--- src/rtl/mem_slot_requester.sv ---
// Single-entry request buffer for one core port of a time-division memory controller.
// Holds one load/store on the controller port until this port's slot, then pulses a response.
module mem_slot_requester #(
  parameter int SLOT_ID   = 0,
  parameter int NUM_SLOTS = 8,
  parameter int ADDR_W    = 12,
  parameter int DATA_W    = 16
) (
  input  logic              clk16,
  input  logic              rst_n,
  input  logic              req_valid,
  input  logic              req_we,
  input  logic [ADDR_W-1:0] req_addr,
  input  logic [DATA_W-1:0] req_wdata,
  output logic              req_ready,
  output logic              resp_valid,
  output logic [DATA_W-1:0] resp_rdata,
  output logic [ADDR_W-1:0] mc_addr,
  output logic              mc_we,
  output logic [DATA_W-1:0] mc_wdata,
  input  logic [DATA_W-1:0] mc_rdata
);
  localparam int CNT_W = (NUM_SLOTS > 1) ? $clog2(NUM_SLOTS) : 1;
  localparam logic [CNT_W-1:0] SLOT_VAL      = CNT_W'(SLOT_ID);
  localparam logic [CNT_W-1:0] DATA_SLOT_VAL = CNT_W'((SLOT_ID + 1) % NUM_SLOTS);

  typedef enum logic [1:0] {
    S_IDLE      = 2'd0,
    S_WAIT_SLOT = 2'd1,
    S_WAIT_DATA = 2'd2,
    S_DONE      = 2'd3
  } state_t;

  state_t              r_state;
  state_t              w_state_nxt;
  logic [CNT_W-1:0]    r_slot_cnt;
  logic                r_armed;
  logic                w_armed_nxt;
  logic                r_req_ready;
  logic                r_resp_valid;
  logic [DATA_W-1:0]   r_resp_rdata;
  logic [ADDR_W-1:0]   r_mc_addr;
  logic                r_mc_we;
  logic [DATA_W-1:0]   r_mc_wdata;
  logic                w_accept;
  logic                w_capture;
  logic                w_slot_edge;
  logic                w_data_edge;

  assign w_slot_edge = (r_slot_cnt == SLOT_VAL);
  assign w_data_edge = (r_slot_cnt == DATA_SLOT_VAL);

  // Next-state decode; r_armed distinguishes the data edge one full round after the slot edge.
  always_comb begin
    w_state_nxt = r_state;
    w_armed_nxt = r_armed;
    w_accept    = 1'b0;
    w_capture   = 1'b0;
    case (r_state)
      S_IDLE: begin
        if (req_valid) begin
          w_accept    = 1'b1;
          w_armed_nxt = 1'b0;
          w_state_nxt = S_WAIT_SLOT;
        end else begin
          w_state_nxt = S_IDLE;
        end
      end
      S_WAIT_SLOT: begin
        if (w_slot_edge) begin
          w_armed_nxt = 1'b0;
          w_state_nxt = r_mc_we ? S_DONE : S_WAIT_DATA;
        end else begin
          w_state_nxt = S_WAIT_SLOT;
        end
      end
      S_WAIT_DATA: begin
        if (w_slot_edge) begin
          w_armed_nxt = 1'b1;
        end else if (r_armed && w_data_edge) begin
          w_capture   = 1'b1;
          w_state_nxt = S_DONE;
        end else begin
          w_state_nxt = S_WAIT_DATA;
        end
      end
      S_DONE:  w_state_nxt = S_IDLE;
      default: w_state_nxt = S_IDLE;
    endcase
  end

  // Free-running slot counter kept in phase with the controller's round-robin counter.
  always_ff @(posedge clk16 or negedge rst_n) begin
    if (!rst_n) begin
      r_slot_cnt <= '0;
    end else begin
      r_slot_cnt <= r_slot_cnt + CNT_W'(1);
    end
  end

  // State register plus handshake/response flags registered from the next state.
  always_ff @(posedge clk16 or negedge rst_n) begin
    if (!rst_n) begin
      r_state      <= S_IDLE;
      r_armed      <= 1'b0;
      r_req_ready  <= 1'b1;
      r_resp_valid <= 1'b0;
    end else begin
      r_state      <= w_state_nxt;
      r_armed      <= w_armed_nxt;
      r_req_ready  <= (w_state_nxt == S_IDLE);
      r_resp_valid <= (w_state_nxt == S_DONE);
    end
  end

  // Controller-facing request; the write enable drops on the slot edge so a store lands once.
  always_ff @(posedge clk16 or negedge rst_n) begin
    if (!rst_n) begin
      r_mc_addr  <= '0;
      r_mc_we    <= 1'b0;
      r_mc_wdata <= '0;
    end else if (w_accept) begin
      r_mc_addr  <= req_addr;
      r_mc_we    <= req_we;
      r_mc_wdata <= req_wdata;
    end else if ((r_state == S_WAIT_SLOT) && w_slot_edge) begin
      r_mc_we    <= 1'b0;
    end
  end

  // Load data capture; holds until the next load completes.
  always_ff @(posedge clk16 or negedge rst_n) begin
    if (!rst_n) begin
      r_resp_rdata <= '0;
    end else if (w_capture) begin
      r_resp_rdata <= mc_rdata;
    end
  end

  assign req_ready  = r_req_ready;
  assign resp_valid = r_resp_valid;
  assign resp_rdata = r_resp_rdata;
  assign mc_addr    = r_mc_addr;
  assign mc_we      = r_mc_we;
  assign mc_wdata   = r_mc_wdata;

endmodule

--- config.mk ---
export PLATFORM = sky130hd
export DESIGN_NAME = mem_slot_requester
export DESIGN_NICKNAME = d
export VERILOG_FILES = /design/src/rtl/mem_slot_requester.sv
export SDC_FILE = /design/constraint.sdc
export NUM_CORES = 1
export LEC_CHECK = 0
export ABC_AREA = 1
export BUFFER_PORTS_ARGS = -buffer_cell sky130_fd_sc_hd__buf_2
export CORE_ASPECT_RATIO = 1.25
export CORE_MARGIN = 2
export CORE_UTILIZATION = 40
export CTS_CLUSTER_DIAMETER = 60
export DETAILED_ROUTE_END_ITERATION = 10
export PLACE_DENSITY = 0.69
export SYNTH_ARGS = -nofsm -noshare
export SYNTH_HDL_FRONTEND = slang
export SYNTH_SLANG_ARGS = --single-unit
--- constraint.sdc ---
create_clock -name clk16 -period 2.8 [get_ports clk16]
set_clock_uncertainty 0.15 [all_clocks]
set_input_delay 0.56 -clock clk16 [delete_from_list [all_inputs] [get_ports clk16]]
set_output_delay 0.56 -clock clk16 [all_outputs]
set_load 0.01 [all_outputs]
==> flow_metrics.tcl <==
set metrics [dict create \
    initialDrtViolationCount 65 \
    gp_congestion 0.759 \
    p_leak_nw 1.58 \
    synth_cell_types 24 \
    initial_core_util_pct 41.9 \
    syn_avg_cell_area_sq_um 9.47 \
    reg2reg_slack_ns 1.09 \
    syn_inst 228 \
    synth_edf_count 0 \
    synth_area_leaders "dfrtp_1 (60%), nand2_1 (11%), o21ai_0 (8.8%)" \
    cts_root_buffer "clkbuf_8" \
    cap_violations 0 \
    drc 0 \
    grt_pass1_wl_mm 6.98 \
    synth_top_area_cell "dfrtp_1" \
    cts_made_buffers 5 \
    finalSetupViolations 0 \
    die_h_um 86.1 \
    rsz0062_at_grt "no" \
    synthFlopType "dfrtp_1" \
    total_power_mw 2.39 \
    post_dp_cell_area_sq_um 2660 \
    worst_ep_arrival_time_ns 1.74 \
    crit_end "mc_addr[7]" \
    wire_per_inst_um 10.9 \
    ios 95 \
    grt_overflow 0 \
    drt_wl_total_mm 4.18 \
    vias 1718 \
    cts_num_sinks 53 \
    io_buffer_count 94 \
    async_flop_share_pct 100 \
    hold_viol 0 \
    fmax_mhz 585 \
    finalCriticalPeriod_ns 1.71 \
    syn_area_sq_um 2160 \
    yosysSeqAreaShare_pct 61.5 \
    synth_most_common_cell "nand2_1" \
    fin_hold_ws_ns 0.138 \
    ys_warn_count 0 \
    n_fill_cell 485 \
    worst_slew_pin_slew_ns 0.673 \
    clk_pin_slew_ns 0.09 \
    antenna_cells 0 \
    slew_viol_final 0 \
    synth_top_area_share_pct 60.3 \
    grt_pass1_vias 1642 \
    required_ns 2.83 \
    cp_max_fo 36 \
    cts_resized 0 \
    insertion_delay_ns 0.30 \
    cts_tree "done" \
    areaGrowthSynthToFinish_pct 27.4 \
    drt_pass1_iterations 4 \
    regToRegEndpoint "mc_addr[7]" \
    grt_usage_pct 14.4 \
    synth.top_cells.by_count "nand2_1 (65), dfrtp_1 (52), o21ai_0 (38), inv_1 (36), o21ai_1 (7)" \
    htree_levels 2 \
    crit_path_end_kind "flip-flop" \
    powerDensity_nw_per_um2 868 \
    fin_crit_sh_pct 61.1 \
    synth-seq-cells 53 \
    grt_max_degree 37 \
    row_count 29 \
    final_nets 373 \
    critPathKind "reg -> reg" \
    worstRegToRegCells 5 \
    min_path_type "in -> async" \
    cts_hold_buf 0 \
    drtAntennaViolNets 0 \
    dpl.hpwl_mm 3.04 \
    cts_setup_buffers 0 \
    startpoint_type "flip-flop" \
    stdcell_area_sq_um 2750 \
    slew_headroom_pct 55.1 \
    die_area_sq_um 6000 \
    synth_nets 279 \
    viasPerCell 4.46 \
    cts_buffer_depth 2 \
    die_w_um 69.7 \
    vdd_drop_max_uv 378 \
    status "completed" \
    startpoint "r_state[0]" \
    r2r-start "r_state[0]" \
    antenna_found_initial 0 \
    coreArea_sq_um 5150 \
    fin_setup_tns_ns 0 \
    drive_gt1_share_pct 34.4 \
]
-- cells by family after synthesis --
kind of cell	Yosys count	synth area share, %
AND/OR/NAND/NOR	78	16.2
adder cells (fa/ha/maj)	3	1.74
XOR/XNOR	1	0.406
flip-flops	53	61.5
buffers and inverters	47	9.45
AO/OA/AOI/OAI	46	10.7
-- per-stage QoR --
step,setup WS (ns),utilization (%),cells
after floorplan,1.41,-,228
after global placement,1.01,51.6,377
after detailed placement,0.931,51.6,377
after CTS,1.07,53.4,385
after global routing,0.929,53.4,385
final,1.09,53.4,385
-- worst min-delay path by stage --
| stage | end | slack [ns] | depth (start not counted) |
|---|---|---|---|
| CTS | resp_rdata[15] | 0.17 | 1 |
| global route | resp_rdata[0] | 0.19 | 1 |
| floorplan | mc_addr[0] | 0.11 | 0 |
| finish | resp_rdata[15] | 0.14 | 1 |
| detailed placement | resp_rdata[13] | 0.31 | 2 |
| global placement | resp_rdata[11] | 0.31 | 2 |
-- registers in the layout, indices dropped and copies added (netlist names) --
register,flops
mc_addr,12
mc_wdata,16
mc_we,1
r_armed,1
r_slot_cnt,3
r_state,2
req_ready,1
resp_rdata,16
resp_valid,1
-- power breakdown --
group	switching, mW	internal, mW	leakage [nW]	total (mW)
Clock	0.225	0.202	0.0455	0.427
Sequential	0.126	1.02	0.646	1.15
Combinational	0.497	0.316	0.887	0.813
-- layout by cell type (no fill, tap or decap) --
cell type   n
inv_1      36
buf_2      94
dfrtp_1    52
clkbuf_8    6
a21oi_1     1
xor2_1      1
nand2_4     1
ha_1        3
nand2_2     1
nor2_1      4
inv_2       2
nand3_2     1
o21ai_0    38
clkbuf_1    2
nand3_1     3
nand3_4     1
buf_4       2
nor2_8      1
dfstp_2     1
nor2_4      1
nand2_1    65
o21ai_1     7
-- final cells by class --
cell class              instances  area [sq um]  area share (%)
clock buffers                   8          90.1            3.28
inverters                      38           143            5.19
multi-input cells             128           627            22.8
flip-flops and latches         53          1330            48.3
well taps                      62          77.6            2.82
repair buffers                 96           485            17.7
-- layer usage --
layer | share of wire, % | GRT usage, % | vias to the layer above
li1 | - | - | 882
met1 | 45 | 17.7 | 757
met3 | 7.5 | 4.11 | 6
met5 | 0 | 0 | -
met2 | 46 | 24.8 | 73
met4 | 1.2 | 4.20 | 0
-- worst max-delay path, cell delays in order, from the launching register on --
cell	delay, ns
dfrtp_1	0.41
inv_1	0.10
nand3_2	0.36
buf_4	0.38
nand2_1	0.09
o21ai_0	0.07
(Power assumes the default switching activity.)
